`config.mk`:
```
export PLATFORM = sky130hd
export DESIGN_NAME = uart_rx
export DESIGN_NICKNAME = d
export VERILOG_FILES = /design/src/rtl/uart_pkg.sv /design/src/rtl/uart_rx_sync.sv /design/src/rtl/uart_rx.sv
export SDC_FILE = /design/constraint.sdc
export NUM_CORES = 1
export LEC_CHECK = 0
export BUFFER_PORTS_ARGS = -buffer_cell sky130_fd_sc_hd__clkbuf_2
export CAP_MARGIN = 15
export CORE_MARGIN = 1.5
export CORE_UTILIZATION = 63
export CTS_CLUSTER_DIAMETER = 100
export DETAILED_ROUTE_END_ITERATION = 10
export PLACE_DENSITY = 0.83
export SYNTH_ARGS = -nofsm -noshare
export SYNTH_HDL_FRONTEND = slang
export SYNTH_HIERARCHICAL = 1
export SYNTH_SLANG_ARGS = --single-unit
```
`constraint.sdc`:
```
create_clock -name clk -period 4.4 [get_ports clk]
set_input_delay 0.44 -clock clk [delete_from_list [all_inputs] [get_ports clk]]
set_output_delay 0.44 -clock clk [all_outputs]
set_load 0.05 [all_outputs]
```
`src/rtl/uart_pkg.sv`:
```
// Shared UART definitions: FSM state codes, bit-order tags and baud divisor helpers.
package uart_pkg;

   localparam logic [2:0] ST_IDLE   = 3'd0;
   localparam logic [2:0] ST_START  = 3'd1;
   localparam logic [2:0] ST_DATA   = 3'd2;
   localparam logic [2:0] ST_PARITY = 3'd3;
   localparam logic [2:0] ST_STOP   = 3'd4;
   localparam logic [2:0] ST_ERR    = 3'd5;

   localparam logic [23:0] FIRST_LSB = "lsb";
   localparam logic [23:0] FIRST_MSB = "msb";

   function automatic int unsigned calc_fullbaud(input int unsigned clk_freq,
                                                 input int unsigned baudrate);
      return clk_freq / baudrate;
   endfunction

   function automatic int unsigned calc_halfbaud(input int unsigned clk_freq,
                                                 input int unsigned baudrate);
      return calc_fullbaud(clk_freq, baudrate) / 2;
   endfunction

endpackage

```
`src/rtl/uart_rx_sync.sv`:
```
// N-stage synchroniser for an asynchronous input; every stage resets to 1 (idle line level).
module uart_rx_sync #(
   parameter int unsigned STAGES = 2
) (
   input  logic clk,
   input  logic rst_n,
   input  logic d_i,
   output logic q_o
);

   logic [STAGES-1:0] sync_q;

   always_ff @(posedge clk or negedge rst_n) begin
      if (!rst_n) begin
         sync_q <= '1;
      end else begin
         sync_q <= {sync_q[STAGES-2:0], d_i};
      end
   end

   assign q_o = sync_q[STAGES-1];

endmodule

```
`src/rtl/uart_rx.sv`:
```
// UART receiver: start detect, mid-bit sampling, stop check, one-cycle valid/error strobes.
// Define UART_RX_PARITY_EN to expect an even-parity bit and expose parity_err.
module uart_rx
   import uart_pkg::*;
#(
   parameter int unsigned DATA_BITS = 8,
   parameter int unsigned STOP_BITS = 1,
   parameter logic [23:0] FIRST_BIT = FIRST_LSB,
   parameter int unsigned BAUDRATE  = 115200,
   parameter int unsigned CLK_FREQ  = 75_000_000
) (
   input  logic                 clk,
   input  logic                 rst_n,
   input  logic                 rx,
   output logic [DATA_BITS-1:0] rx_data,
   output logic                 rx_valid,
   output logic                 frame_err
`ifdef UART_RX_PARITY_EN
   ,
   output logic                 parity_err
`endif
);

   localparam int unsigned FULLBAUD = calc_fullbaud(CLK_FREQ, BAUDRATE);
   localparam int unsigned HALFBAUD = calc_halfbaud(CLK_FREQ, BAUDRATE);
   localparam int unsigned CNT_W    = $clog2(FULLBAUD + 1);

   logic                 rx_s;
   logic [2:0]           state_q, state_d;
   logic [CNT_W-1:0]     clk_cnt_q, clk_cnt_d;
   logic [3:0]           bit_cnt_q, bit_cnt_d;
   logic [DATA_BITS-1:0] shift_q, shift_d, shift_in;
   logic [DATA_BITS-1:0] data_q, data_d;
   logic                 valid_q, valid_d;
   logic                 ferr_q, ferr_d;
   logic                 half_hit, full_hit;
`ifdef UART_RX_PARITY_EN
   logic                 pbad_q, pbad_d;
   logic                 perr_q, perr_d;
`endif

   uart_rx_sync #(.STAGES(2)) u_sync (
      .clk   (clk),
      .rst_n (rst_n),
      .d_i   (rx),
      .q_o   (rx_s)
   );

   generate
      if (FIRST_BIT == FIRST_MSB) begin : g_msb
         assign shift_in = {shift_q[DATA_BITS-2:0], rx_s};
      end else begin : g_lsb
         assign shift_in = {rx_s, shift_q[DATA_BITS-1:1]};
      end
   endgenerate

   assign half_hit = (clk_cnt_q == CNT_W'(HALFBAUD - 1));
   assign full_hit = (clk_cnt_q == CNT_W'(FULLBAUD - 1));

   always_comb begin
      state_d   = state_q;
      clk_cnt_d = clk_cnt_q + CNT_W'(1);
      bit_cnt_d = bit_cnt_q;
      shift_d   = shift_q;
      data_d    = data_q;
      valid_d   = 1'b0;
      ferr_d    = 1'b0;
`ifdef UART_RX_PARITY_EN
      pbad_d    = pbad_q;
      perr_d    = 1'b0;
`endif
      case (state_q)
         ST_IDLE: begin
            clk_cnt_d = '0;
`ifdef UART_RX_PARITY_EN
            pbad_d    = 1'b0;
`endif
            if (!rx_s) state_d = ST_START;
         end
         ST_START: begin
            if (half_hit) begin
               clk_cnt_d = '0;
               bit_cnt_d = '0;
               state_d   = rx_s ? ST_IDLE : ST_DATA;
            end
         end
         ST_DATA: begin
            if (full_hit) begin
               clk_cnt_d = '0;
               shift_d   = shift_in;
               bit_cnt_d = bit_cnt_q + 4'd1;
               if (bit_cnt_q == 4'(DATA_BITS - 1)) begin
                  bit_cnt_d = '0;
`ifdef UART_RX_PARITY_EN
                  state_d   = ST_PARITY;
`else
                  state_d   = ST_STOP;
`endif
               end
            end
         end
`ifdef UART_RX_PARITY_EN
         ST_PARITY: begin
            if (full_hit) begin
               clk_cnt_d = '0;
               pbad_d    = (^shift_q) ^ rx_s;
               state_d   = ST_STOP;
            end
         end
`endif
         ST_STOP: begin
            if (full_hit) begin
               clk_cnt_d = '0;
               bit_cnt_d = bit_cnt_q + 4'd1;
               if (!rx_s) begin
                  // Framing error wins over parity; ERR waits out a held break.
                  ferr_d  = 1'b1;
                  state_d = ST_ERR;
               end else if (bit_cnt_q == 4'(STOP_BITS - 1)) begin
                  state_d = ST_IDLE;
`ifdef UART_RX_PARITY_EN
                  if (pbad_q) begin
                     perr_d = 1'b1;
                  end else begin
                     valid_d = 1'b1;
                     data_d  = shift_q;
                  end
`else
                  valid_d = 1'b1;
                  data_d  = shift_q;
`endif
               end
            end
         end
         ST_ERR: begin
            clk_cnt_d = '0;
            if (rx_s) state_d = ST_IDLE;
         end
         default: begin
            clk_cnt_d = '0;
            state_d   = ST_IDLE;
         end
      endcase
   end

   always_ff @(posedge clk or negedge rst_n) begin
      if (!rst_n) begin
         state_q   <= ST_IDLE;
         clk_cnt_q <= '0;
         bit_cnt_q <= '0;
         shift_q   <= '0;
         data_q    <= '0;
         valid_q   <= 1'b0;
         ferr_q    <= 1'b0;
`ifdef UART_RX_PARITY_EN
         pbad_q    <= 1'b0;
         perr_q    <= 1'b0;
`endif
      end else begin
         state_q   <= state_d;
         clk_cnt_q <= clk_cnt_d;
         bit_cnt_q <= bit_cnt_d;
         shift_q   <= shift_d;
         data_q    <= data_d;
         valid_q   <= valid_d;
         ferr_q    <= ferr_d;
`ifdef UART_RX_PARITY_EN
         pbad_q    <= pbad_d;
         perr_q    <= perr_d;
`endif
      end
   end

   assign rx_data   = data_q;
   assign rx_valid  = valid_q;
   assign frame_err = ferr_q;
`ifdef UART_RX_PARITY_EN
   assign parity_err = perr_q;
`endif

endmodule

```
==> flow_summary.yaml <==
status:
  run_status: "complete, no violations"
worst_setup_path:
  cp_data_required_time_ps: 4630
  critical_path_class: "flip-flop to flip-flop"
  cp_cell_sequence: "inv_1 -> ha_1 -> nand3b_1 -> or3_4 -> a21oi_4 -> o21ai_2 -> a221o_1"
  worstSetupEndpoint: "bit_cnt_q[3]"
  crit_slowest_cell: "dfrtp_1"
  ff2ff_path_depth: 7
  worstReg2RegStart: "clk_cnt_q[0]"
  end_kind: "flip-flop"
  r2r-end: "bit_cnt_q[3]"
  crit_fanout: 14
  cp-start-kind: "flip-flop"
  arrival_ps: 2440
  cpPeakStageDelay_ps: 440
  r2r_slack_ps: 2190
  setup.worst_path.start: "clk_cnt_q[0]"
global_route:
  grt_pass1_vias: 1098
  grt_antenna_before_repair: 0
  overflow: 0
  met3_usage_pct: 5.12
  grt_first_pass_wirelength_um: 5200
  grt_max_degree: 38
  grt_use_met2_pct: 33.1
  grt.busiest_layer: "met2"
  grt_util_met1_pct: 29.0
  grt_usage_pct: 21.6
logic_synthesis:
  yosysWarningCount: 6
  synth_seq_area_share_pct: 52.3
  async_flop_share_pct: 100
  synth_edf_count: 0
  syn_area_mm2: 0.00178
  avgSynthCellArea_um2: 11.8
  syn-instance-count: 150
  synth_cell_types: 42
  synth_flop_cell: "dfrtp_1"
  synth_seq_cells: 37
  mappedNetlistNets: 158
clock_network:
  clk_transition_reported_paths_ps: 110
  cts-buffers-inserted: 5
  postCtsSetupBuffers: 0
  cts_hold_buf: 0
  cts_sinks: 37
  cts.repair.resized: 0
  cts_tree: "built"
  clk_latency_ps: 340
  cts_root_buf: "clkbuf_4"
  htree_levels: 2
  cts_buffer_depth: 2
floorplan:
  coreArea_mm2: 0.00271
  die_h_um: 56.1
  rows: 19
  io_pins: 13
  start_util_pct: 65.6
  die_width_um: 56.1
  dieArea_mm2: 0.00315
sta:
  tightest_slew_ps: 892
  finalSetupTns_ps: 0
  setup_ws_ps: 2190
  hold_violations: 0
  fmax_mhz: 453
  slew_headroom_pct: 40.5
  skew_ps: 7.44
  period_share_pct: 50.2
  slew_violations: 0
  period_needed_ps: 2210
  rsz0062_at_grt: "false"
  setup-violations-final: 0
  whs_ps: 170
detailed_routing:
  route.detailed.drc: 0
  drt-pass1-iter-count: 4
  vias_per_cell: 5.92
  drt_wl_total_um: 3050
  wl_per_cell_um: 15.6
  drt_iter0_markers: 40
  num_vias: 1161
  final_antenna_net_count: 0
layout:
  regArea_um2: 928
  nNetsFinal: 172
  multi_input_area_um2: 793
  area_growth_pct: 8.94
  fillerInstances: 191
  n_antenna_cell: 0
  layout-drive-gt1-share_pct: 26.7
power:
  power_leakage_nw: 0.903
  ir_drop_mv: 0.315
  powerDensity_mw_per_mm2: 308
placed_design:
  portBuffers: 12
  gp_congestion: 0.877
  place_ws_ps: 2220
  dp_hpwl_um: 2080
worst_hold_path:
  min_path_type: "input pin to flip-flop"
  holdPathStages: 1
run:
  drv_cap: 0
==> synthesized netlist by cell type (2+ instances only) <==
cell type / count / area [um2]
nand3_1: 5 / 25.0
nand2_1: 6 / 22.5
nor3b_1: 4 / 30.0
nand2b_1: 3 / 18.8
nand3b_1: 3 / 22.5
xnor2_1: 7 / 61.3
nor3_1: 2 / 10.0
o21ai_0: 2 / 10.0
ha_1: 5 / 62.6
dfrtp_1: 35 / 876
nor2_1: 13 / 48.8
dfstp_2: 2 / 52.6
and3_1: 4 / 25.0
nor4_1: 2 / 12.5
nor2b_1: 3 / 18.8
mux2_2: 16 / 180
clkbuf_1: 2 / 7.51
xor2_1: 3 / 26.3
o221ai_1: 2 / 17.5
mux2i_1: 2 / 20.0
buf_2: 2 / 10.0
inv_1: 7 / 26.3
==> power breakdown <==
part / switching (mW) / internal [mW] / total, mW / leakage (nW)
Clock: 0.111 / 0.135 / 0.246 / 0.0445
Sequential: 0.00117 / 0.342 / 0.343 / 0.495
Combinational: 0.00631 / 0.000669 / 0.00698 / 0.363
==> layout by cell type, fill, tap and decap left out, types with 3 or more instances in the layout <==
cell type and n:
dfrtp_1 35, mux2_2 16, nor2_1 13, clkbuf_2 12
inv_1 7, xnor2_1 7, nand2_1 6, nand3_1 5
ha_1 5, clkbuf_4 5, nor3b_1 4, and3_1 4
nand3b_1 3, nor2b_1 3, xor2_1 3, nand2b_1 3
==> area by class of cell <==
cell class | count | share of cell area, %
sequential | 37 | 48.0
multi-input combinational | 101 | 41.0
timing repair buffer | 12 | 3.10
clock buffer | 6 | 2.65
tap | 31 | 2.00
clock inverter | 2 | 1.94
inverter | 7 | 1.36
==> state kept, by name (all words and copies together), names as in the netlist <==
register       cells
bit_cnt_q          4
rx_valid           1
state_q            3
clk_cnt_q         10
shift_q            8
u_sync/sync_q      2
rx_data            8
frame_err          1
==> cell families (layout without fill, tap and decap cells) <==
kind of cell	count (synthesis)	count (layout)	share of synthesized area (%)
mux	18	18	11.3
buf+inv	12	27	3.10
simple gates	54	54	17.9
fa+ha+maj	5	5	3.52
flops	37	37	52.3
xor+xnor	10	10	4.93
compound gates	14	14	7.04
==> routing by layer <==
layer | up-vias | share of wire (%)
met1 | 584 | 46
met4 | 0 | 2.2
met3 | 9 | 2.6
li1 | 549 | -
met5 | - | 0
met2 | 19 | 49
==> how the worst min path moves through the flow <==
stage / start / endpoint / slack, ps
4_1_cts: rx / u_sync/sync_q[0] / 160
3_3_place_gp: u_sync/sync_q[0] / u_sync/sync_q[1] / 350
2_1_floorplan: rst_n / bit_cnt_q[0] / 140
3_5_place_dp: u_sync/sync_q[0] / u_sync/sync_q[1] / 350
5_1_grt: rx / u_sync/sync_q[0] / 150
6_report: rx / u_sync/sync_q[0] / 170
==> worst max-delay path: cells and delay by family, from the launching register on <==
family,cells,cell delay (ps)
compound gates,3,880
fa+ha+maj,1,160
buf+inv,1,110
flops,1,440
simple gates,2,520
==> per-stage QoR <==
stage	power (mW)	cell area (um2)	utilization, %	instances
CTS	0.600	1940	71.4	196
global route	0.617	1940	71.4	196
finish	0.595	1940	71.4	196
detailed placement	0.357	1850	68.1	188
floorplan	0.349	1780	-	150
global placement	0.356	1850	68.1	188
Note: power is estimated with default switching activity, not from simulation.
